==> config.mk <==
export PLATFORM = sky130hd
export DESIGN_NAME = mdio_arbiter_master
export DESIGN_NICKNAME = d
export VERILOG_FILES = /design/src/rtl/mdio_arbiter_master.sv
export SDC_FILE = /design/constraint.sdc
export NUM_CORES = 1
export LEC_CHECK = 0
export ABC_AREA = 1
export CAP_MARGIN = 10
export CORE_UTILIZATION = 25
export CTS_CLUSTER_DIAMETER = 150
export DETAILED_ROUTE_END_ITERATION = 7
export SLEW_MARGIN = 0
export SYNTH_ARGS = -nofsm -noshare
export SYNTH_HDL_FRONTEND = slang
export SYNTH_SLANG_ARGS = --single-unit
==> constraint.sdc <==
create_clock -name clk_in -period 2.6 [get_ports clk_in]
set_input_delay 0.65 -clock clk_in [delete_from_list [all_inputs] [get_ports clk_in]]
set_output_delay 0.65 -clock clk_in [all_outputs]
set_load 0.1 [all_outputs]
==> src/rtl/mdio_arbiter_master.sv <==
// mdio_arbiter_master
//   Two-port round-robin arbiter in front of a Clause-22 MDIO master. Accepts one
//   request at a time, shifts a 64-bit-time management frame (32 preamble 1s, ST,
//   OP, PHYAD, REGAD, TA, 16 data bits) out on mdc_out/mdio_o, captures read data
//   from mdio_i, and reports completion with a one-cycle response pulse.
// Ports
//   clk_in, rst_in            : system clock, synchronous active-high reset
//   req_valid_in[1:0]         : per-port request valid (bit0 = port0)
//   req_write_in[1:0]         : per-port 1 = write, 0 = read
//   req_phy_in/req_reg_in     : PHYAD / REGAD, port0 in [4:0], port1 in [9:5]
//   req_wdata_in[31:0]        : write data, port0 [15:0], port1 [31:16]
//   req_ready_out[1:0]        : one-cycle accept pulse to the granted port
//   resp_valid_out            : one-cycle completion pulse
//   resp_port_out             : port owning the completed transaction
//   resp_rdata_out[15:0]      : read data (0 for writes), held until next response
//   resp_err_out              : read turnaround bit sampled high (no PHY response)
//   mdc_out, mdio_o, mdio_oe  : management clock and tristate-split data out
//   mdio_i                    : data in from the external pad buffer
//   busy_out                  : high from accept through resp_valid_out
//   state_dbg_out[1:0]        : current FSM state (0 idle, 1 shift, 2 done)
// Handshake: a port holds valid and its fields stable until it sees its ready bit;
// ready is only ever raised in IDLE and the transfer happens in that same cycle.
module mdio_arbiter_master #(
   parameter int MDC_HALF = 20
) (
   input  logic        clk_in,
   input  logic        rst_in,
   input  logic [1:0]  req_valid_in,
   input  logic [1:0]  req_write_in,
   input  logic [9:0]  req_phy_in,
   input  logic [9:0]  req_reg_in,
   input  logic [31:0] req_wdata_in,
   output logic [1:0]  req_ready_out,
   output logic        resp_valid_out,
   output logic        resp_port_out,
   output logic [15:0] resp_rdata_out,
   output logic        resp_err_out,
   output logic        mdc_out,
   output logic        mdio_o,
   output logic        mdio_oe,
   input  logic        mdio_i,
   output logic        busy_out,
   output logic [1:0]  state_dbg_out
);

   localparam int PH_W = $clog2(2 * MDC_HALF);
   localparam logic [PH_W-1:0] PH_LAST = PH_W'(2 * MDC_HALF - 1);
   localparam logic [PH_W-1:0] PH_HALF = PH_W'(MDC_HALF);

   typedef enum logic [1:0] {
      ST_IDLE  = 2'd0,
      ST_SHIFT = 2'd1,
      ST_DONE  = 2'd2
   } state_t;

   state_t            state_q;
   logic [PH_W-1:0]   ph_q;
   logic [5:0]        bit_q;
   logic [63:0]       frame_q;
   logic              write_q, port_q, last_q;
   logic              mdc_q, mdio_o_q, mdio_oe_q;
   logic              resp_valid_q, resp_port_q, resp_err_q;
   logic [15:0]       resp_rdata_q;
   logic [14:0]       rx_q;
   logic              rx_err_q;
   logic              sync1_q, sync2_q;

   logic              grant_d, accept_d, wr_d, ph_wrap_d;
   logic [4:0]        phy_d, reg_d;
   logic [15:0]       wdata_d;
   logic [63:0]       frame_d;
   logic [PH_W-1:0]   ph_d;
   logic [5:0]        bit_d;

   always_comb begin
      // On a double request the port not granted last wins; last_q resets to 1
      // so port0 wins first after reset.
      grant_d   = (req_valid_in == 2'b11) ? ~last_q : req_valid_in[1];
      accept_d  = (state_q == ST_IDLE) && (|req_valid_in) && !rst_in;
      wr_d      = grant_d ? req_write_in[1]     : req_write_in[0];
      phy_d     = grant_d ? req_phy_in[9:5]     : req_phy_in[4:0];
      reg_d     = grant_d ? req_reg_in[9:5]     : req_reg_in[4:0];
      wdata_d   = grant_d ? req_wdata_in[31:16] : req_wdata_in[15:0];
      // Reads carry 1s in TA/data; those bits are never driven (oe low).
      frame_d   = {32'hFFFF_FFFF, 2'b01, (wr_d ? 2'b01 : 2'b10), phy_d, reg_d,
                   (wr_d ? 2'b10 : 2'b11), (wr_d ? wdata_d : 16'hFFFF)};
      ph_wrap_d = (ph_q == PH_LAST);
      ph_d      = ph_wrap_d ? '0 : ph_q + 1'b1;
      bit_d     = ph_wrap_d ? bit_q + 6'd1 : bit_q;
   end

   assign req_ready_out  = accept_d ? (grant_d ? 2'b10 : 2'b01) : 2'b00;
   assign busy_out       = accept_d || (state_q != ST_IDLE);
   assign resp_valid_out = resp_valid_q;
   assign resp_port_out  = resp_port_q;
   assign resp_rdata_out = resp_rdata_q;
   assign resp_err_out   = resp_err_q;
   assign mdc_out        = mdc_q;
   assign mdio_o         = mdio_o_q;
   assign mdio_oe        = mdio_oe_q;
   assign state_dbg_out  = state_q;

   always_ff @(posedge clk_in) begin
      if (rst_in) begin
         state_q      <= ST_IDLE;
         ph_q         <= '0;
         bit_q        <= '0;
         frame_q      <= '0;
         write_q      <= 1'b0;
         port_q       <= 1'b0;
         last_q       <= 1'b1;
         mdc_q        <= 1'b0;
         mdio_o_q     <= 1'b1;
         mdio_oe_q    <= 1'b0;
         resp_valid_q <= 1'b0;
         resp_port_q  <= 1'b0;
         resp_err_q   <= 1'b0;
         resp_rdata_q <= '0;
         rx_q         <= '0;
         rx_err_q     <= 1'b0;
         sync1_q      <= 1'b1;
         sync2_q      <= 1'b1;
      end else begin
         sync1_q <= mdio_i;
         sync2_q <= sync1_q;
         case (state_q)
            ST_IDLE: begin
               resp_valid_q <= 1'b0;
               if (accept_d) begin
                  state_q   <= ST_SHIFT;
                  port_q    <= grant_d;
                  last_q    <= grant_d;
                  write_q   <= wr_d;
                  frame_q   <= frame_d;
                  ph_q      <= '0;
                  bit_q     <= '0;
                  rx_q      <= '0;
                  rx_err_q  <= 1'b0;
                  mdc_q     <= 1'b0;
                  mdio_o_q  <= 1'b1;   // first preamble bit
                  mdio_oe_q <= 1'b1;
               end
            end
            ST_SHIFT: begin
               // Read sampling on the last high cycle of bits 47..62; bit 63 is
               // folded straight into the response below.
               if (!write_q && ph_wrap_d && (bit_q >= 6'd47)) begin
                  if (bit_q == 6'd47) rx_err_q <= sync2_q;
                  else                rx_q     <= {rx_q[13:0], sync2_q};
               end
               if (ph_wrap_d && (bit_q == 6'd63)) begin
                  state_q      <= ST_DONE;
                  mdc_q        <= 1'b0;
                  mdio_oe_q    <= 1'b0;
                  mdio_o_q     <= 1'b1;
                  resp_valid_q <= 1'b1;
                  resp_port_q  <= port_q;
                  resp_rdata_q <= write_q ? 16'h0000 : {rx_q, sync2_q};
                  resp_err_q   <= write_q ? 1'b0 : rx_err_q;
               end else begin
                  ph_q  <= ph_d;
                  bit_q <= bit_d;
                  mdc_q <= (ph_d >= PH_HALF);
                  // Data and enable only move on the first low cycle of a bit.
                  if (ph_d == '0) begin
                     mdio_o_q  <= frame_q[6'd63 - bit_d];
                     mdio_oe_q <= write_q || (bit_d < 6'd46);
                  end
               end
            end
            ST_DONE: begin
               resp_valid_q <= 1'b0;
               state_q      <= ST_IDLE;
            end
            default: state_q <= ST_IDLE;
         endcase
      end
   end

endmodule

# --- Word-level counts from Yosys, hierarchy flattened ---
# Index checks and enable logic that the tools add are counted.
op_classes:
  reduce_logical: 25
  shift: 0
  n_mul: 0
  div_mod_pow: 0
  muxes: 43
  eq_ne: 13
  bitwise_logic: 1
  magnitude_cmp: 4
  n_addsub: 3
ops:
  columns: ["operator", "count"]
  rows:
  - ["$mux W16", 3]
  - ["$mux W15", 3]
  - ["$mux W6", 5]
  - ["$pmux W15 S2", 1]
  - ["$pmux W6 S2", 2]
  - ["$eq A6 B6 Y1 const B", 3]
  - ["$mux W1", 15]
  - ["$add A6 B1 Y6 const B", 2]
  - ["$ne A2 B2 Y1 const B", 6]
  - ["$mux W2", 5]
  - ["$mux W5", 2]
  - ["$pmux W1 S2", 5]
  - ["$reduce_and A2 Y1", 5]
  - ["$reduce_and A4 Y1", 2]
  - ["$lt A6 B7 Y1 const B", 1]
  - ["$bmux W1 S6", 1]
  - ["$ge A6 B5 Y1 const B", 1]
  - ["$ge A6 B6 Y1 const B", 1]
  - ["$logic_not A6 Y1", 1]
  - ["$lt A6 B6 Y1 const B", 1]
  - ["$reduce_and A3 Y1", 2]
  - ["$reduce_bool A2 Y1", 3]
  - ["$sub A6 B6 Y6 const A", 1]
  - ["$logic_and A1 B1 Y1", 5]
  - ["9 further kinds", 13]
totals:
  latch_bits: 0
  inputBits: 59
  ram_bits: 0
  word_cells: 107
  regBits: 88
  n_memories: 0
  rom_bits: 0
  out_inout_bits: 27

# --- Depth between registers and ports, before layout ---
depth:
  depth_word: 8
  ltp_mapped: 16
  depth_no_buf: 15

# --- Least setup slack after synthesis ---
# OpenSTA, ideal clock, no wires.
synth_timing:
  kind: "reg-to-output"
  from: "register state_q[1], in the netlist state_dbg_out[1]"
  to: "output req_ready_out[1]"
  path_slack_ns: -0.459
  arrival_ns: 2.409
  n_path_buf: 1
  stages_incl_launch_ff: 7
  required_ns: 1.950
  cell_sequence: "dfxtp_1 -> nor2_1 -> o21ai_0 -> nor2_1 -> inv_1 -> nor2_1 -> clkbuf_1"
synth_between:
  elab_chain_cells: 4
synth_rtl:
  columns: ["item", "line", "text"]
  rows:
  - ["start: declaration", "56", "state_t state_q;"]
  - ["start signal: assignment", "105", "state_q <= ST_IDLE;"]
  - ["start signal: assignment", "130", "state_q <= ST_SHIFT;"]
  - ["start signal: assignment", "152", "state_q <= ST_DONE;"]
  - ["$logic_not A2 Y1", "79", "accept_d = (state_q == ST_IDLE) && (|req_valid_in) && !rst_in;"]
  - ["$logic_and A1 B1 Y1 (2 in a row)", "79", null]
  - ["$mux W2", "92", "assign req_ready_out = accept_d ? (grant_d ? 2'b10 : 2'b01) : 2'b00;"]
  - ["end: declaration", "33", "output logic [1:0] req_ready_out,"]
# No other way between the ends.

# --- Worst setup path in the final report ---
layout_timing:
  from: "input req_valid_in[1]"
  to: "output req_ready_out[0]"
layout_between:
  elab_chain_cells: 4
  elab_cells_between_ends: 7
  cone_classes: "1 x eq/ne; 3 x mux; 3 x reduce/logical"
layout_rtl:
  columns: ["item", "line", "text"]
  rows:
  - ["start: declaration", "28", "input logic [1:0] req_valid_in,"]
  - ["$eq A2 B2 Y1 or $reduce_or A2 Y1 (tied branches)", "78, 79", null]
  - ["$mux W1 or $logic_and A1 B1 Y1 (tied branches)", "78, 79", null]
  - ["$mux W2 or $logic_and A1 B1 Y1 (tied branches)", "92, 79", null]
  - ["$mux W2 (*)", "92", null]
# Mark *: on every way between the ends. The rest lies on a longest branch, timed or not.

==> impl_summary.md <==
Run status
The run finished with clean final reports.

Placement
In this run the cell area measured after placement is 5105 µm². The HPWL after detailed placement is 7708 µm. The total placed cells including tap cells is 865. Before CTS, the worst setup slack after placement is -0.1016 ns. At the end of routability-driven placement, the weighted congestion stood at 0.7751. The number of buffers added on ports is 85.

Min path
The worst hold path belongs to the class register to register. The instance count along the most critical hold path is 1. The worst hold path startpoint is sync1_q$_SDFF_PP1_. The worst hold path terminates at sync2_q$_SDFF_PP1_.

Routing
For this block, the initial DRC count from the detailed router was 246. After detailed routing, the average wire length per cell comes to 12.21 µm. The count of TritonRoute iterations in the first routing pass is 4. The via count normalized by instance count is 4.363. The detail route stage leaves a number of antenna-violating nets equal to 0. After detailed routing, the number of remaining DRC violations is 0.

The total wirelength of the detailed-routed design is 10760 µm. The via count of the routed design is 3844.

Synthesis
Each instance of the synthesized netlist takes up on average 6.913 µm². The area share of and/or/nand/nor cells after synthesis is 0.2947. The count of flip-flops with a built-in enable after synthesis is 0. The sequential-to-total area share from yosys stat is 0.4296.

The adder-cell share of the synthesized area is 0.006317. The post-synthesis compound-gate area fraction is 0.1589. The count of different cell masters after synthesis is 35. The number of standard cells after synthesis is 573. Counting flops and latches in the post-synthesis netlist gives 85. The number of warning messages in the yosys log is 0.

The portion of netlist area occupied by mux cells is 0. Of the total synthesized cell area, the portion taken by XOR and XNOR cells is 0.01295. The combinational family with the most area after synthesis is simple AND/OR/NAND/NOR gates.

The number of nets in the synthesized netlist is 634. The cell area after technology mapping is 3961 µm². The most used flip-flop cell after synthesis is sky130_fd_sc_hd__dfxtp_1. In the synthesized netlist the async set-or-reset flop fraction comes to 0.

Clock network
The H-tree depth is 3. The clock sink count is 85. TritonCTS created 9 clock buffers. The clock transition at the registers of the reported paths is 0.06 ns. TritonCTS built the clock tree. In this run the deepest clock path goes through 2 buffers.

Clock tree synthesis selected as its root buffer the cell sky130_fd_sc_hd__clkbuf_16. The number of setup buffers added after CTS is 0. The cts-stage hold buffer count is 0. The clock reaches the later pin of the worst-skew pair after 0.34 ns.

Setup path
The reg-to-reg critical path endpoint is mdio_o$_SDFFE_PP1P_. The delay of the slowest cell on the worst path is 0.49 ns. The critical path is of the input port to primary output type. Of all nets on the critical path, the largest fanout is 5. Among the stages of the critical path, the cell type that occurs most often is sky130_fd_sc_hd__nor2_2.

The source of the worst register-to-register timing path is ph_q[0]$_SDFFE_PP0P_. The critical path data required time is 1.95 ns. On the critical path, the stage with the largest delay is an instance of sky130_fd_sc_hd__clkdlybuf4s50_1. Traced cell by cell, the critical path runs through clkdlybuf4s50_1 > o21ai_2 > nor2_2 > inv_2 > nor2_2 > buf_12.

For the worst flop-to-flop path, the logic depth is 14. In this run the worst setup path begins at req_valid_in[1]. The signal arrival time at the worst endpoint is 1.86 ns. The worst setup path is captured at a primary output.

Across all register-to-register paths, the minimum setup slack is 0.43 ns. STA classifies the critical path startpoint as an input port. Grouping stages by cell kind, the critical path spends the most delay in buffers and inverters. The critical path contains buffers and inverters numbering 3 combined.

Cells and area
The area growth from synthesis to final layout is 38.03%. Of the cells placed in the final design, the portion with a size suffix greater than 1 is 0.1388. The net count reported at finish is 726. The post-route cell area is 5468 µm². The number of diodes added for antenna fixing is 0. For this run, the number of standard cells in the final layout without fillers is 881. The sequential cells in the finished layout cover a total of 1704 µm². In the final layout, the multi-input gates occupy 1889 µm².

The number of fill cells is 1670.

Die
For this design the top-level I/O count stands at 86. The number of standard-cell rows in the floorplan is 45. The core region is 15310 µm². The floorplan step defined a die boundary enclosing 16350 µm². The die height is 127.9 µm. The initial standard-cell utilization of the core is 0.2587.

From left edge to right edge, the die measures 127.9 µm.

STA
The hold violation count in the final report is 0. The total negative setup slack is 0 ns. For the final database, setup skew stands at 0.009701 ns.

The highest attainable clock frequency is 399.0 MHz. The count of endpoints failing setup in the final report is 0. The tightest hold margin is 0.4066 ns. Of the available clock period, the critical path in the final layout requires 0.9639. The setup slack of the critical path after layout is 0.09384 ns. For the pin with the worst max-slew slack, the measured transition is 0.6879 ns. The number of max-slew violations in the final report is 0. The headroom to the max-slew limit is 0.5414.

The final critical delay including setup and external delays is 2.506 ns.

Pwr
The worst voltage drop across the vdd grid is 0.2743 mV. The power per standard cell area is 625.9 nW/µm². The leakage dissipation is 2.226 nW.

Global route
The via count of the first global-routing pass was 3657. The total overflow left after global routing is 0. The global-route wire length before repair is 18060 µm.

The initial antenna violation count was 0. For this run, the total global-route usage over all layers was measured as 0.1379. Entering global routing, the biggest net connects 65 pins.

Flow run
The max-capacitance violation count is 0.
==> what timing repair did <==
| action | CTS | global route |
|---|---|---|
| pin swaps | 1 | 1 |
| gates resized for setup | 6 | 1 |
| gates cloned | 0 | 0 |
| setup endpoints to repair | 3 | 2 |
==> cells in the final DEF (no fill, tap or decap), drive strengths merged, types with 2 or more instances in the layout <==
master / Yosys / layout
buf: 4 / 48
xor2: 4 / 4
a21oi: 52 / 52
nor2: 53 / 53
clkinv: 2 / 2
dfxtp: 85 / 85
nand3: 47 / 47
o21ai: 22 / 22
nor3: 5 / 5
clkbuf: 20 / 10
o211ai: 16 / 16
o32ai: 4 / 4
clkdlybuf4s50: 0 / 57
bufinv: 0 / 3
a31oi: 6 / 6
inv: 74 / 76
or2: 2 / 2
nand2: 162 / 162
o22ai: 2 / 2
a22oi: 5 / 5
ha: 2 / 2
==> synthesized netlist by cell type (3+ instances only) <==
cell,n,area [µm²]
sky130_fd_sc_hd__nand2_1,158,593.1
sky130_fd_sc_hd__dfxtp_1,85,1702
sky130_fd_sc_hd__inv_1,67,251.5
sky130_fd_sc_hd__a21oi_1,52,260.3
sky130_fd_sc_hd__nor2_1,48,180.2
sky130_fd_sc_hd__nand3_1,46,230.2
sky130_fd_sc_hd__clkbuf_1,20,75.07
sky130_fd_sc_hd__o21ai_0,19,95.09
sky130_fd_sc_hd__o211ai_1,16,120.1
sky130_fd_sc_hd__inv_2,7,26.28
sky130_fd_sc_hd__a31oi_1,6,37.54
sky130_fd_sc_hd__a22oi_1,5,37.54
sky130_fd_sc_hd__nor3_1,4,20.02
sky130_fd_sc_hd__o32ai_1,4,35.03
sky130_fd_sc_hd__buf_2,3,15.01
sky130_fd_sc_hd__nor2_2,3,18.77
sky130_fd_sc_hd__o21ai_1,3,15.01
sky130_fd_sc_hd__xor2_1,3,26.28
==> state kept, by name (all words and copies together), names as in the netlist, 2 cells and up <==
name / flops
frame_q: 29
resp_rdata_out: 16
bit_q: 6
ph_q: 6
state_dbg_out: 2
rx_q: 15
==> layer usage <==
metal	wire length, µm	up-vias	GRT usage
met3	350	12	0.01962
met2	4929	57	0.2180
met1	5298	1744	0.1897
met4	177	0	0.05190
li1	-	2031	-
met5	0	-	0
==> area by class of cell <==
class	count	area share
Clock inverter	6	0.02151
Sequential cell	85	0.3117
Multi-Input combinational cell	388	0.3455
Clock buffer	10	0.04188
Timing Repair Buffer	105	0.1789
Inverter	76	0.05217
Tap cell	211	0.04828
==> cells by family after synthesis <==
kind of cell               after synthesis
and+or+nand+nor                        272
AOI/OAI and AO/OA                      109
buffers and inverters                  100
DFF                                     85
xor gates and xnor gates                 5
adders and majority gates                2
==> through the flow <==
| stage | total power (W) | utilization |
|---|---|---|
| after floorplan | 0.001731 | - |
| after global placement | 0.001950 | 0.3333 |
| after detailed placement | 0.001952 | 0.3333 |
| after CTS | 0.003452 | 0.3567 |
| after global routing | 0.003563 | 0.3570 |
| final | 0.003422 | 0.3570 |
==> worst max-delay path by stage <==
stage / cells after the start / end / slack (ns)
finish: 6 / req_ready_out[0] / 0.09
global route: 7 / req_ready_out[1] / -0.002
CTS: 7 / req_ready_out[1] / 0.03
detailed placement: 6 / req_ready_out[0] / -0.10
global placement: 6 / req_ready_out[0] / -0.11
floorplan: 6 / busy_out / 0.001
==> where the power goes <==
group	leakage (nW)	internal [W]	switching, W
clock network	0.165	0.000949	0.000548
logic	1.37	0.000212	0.000313
registers	0.694	0.00137	0.0000351
total	2.23	0.00253	0.000896
(Power assumes the default switching activity.)
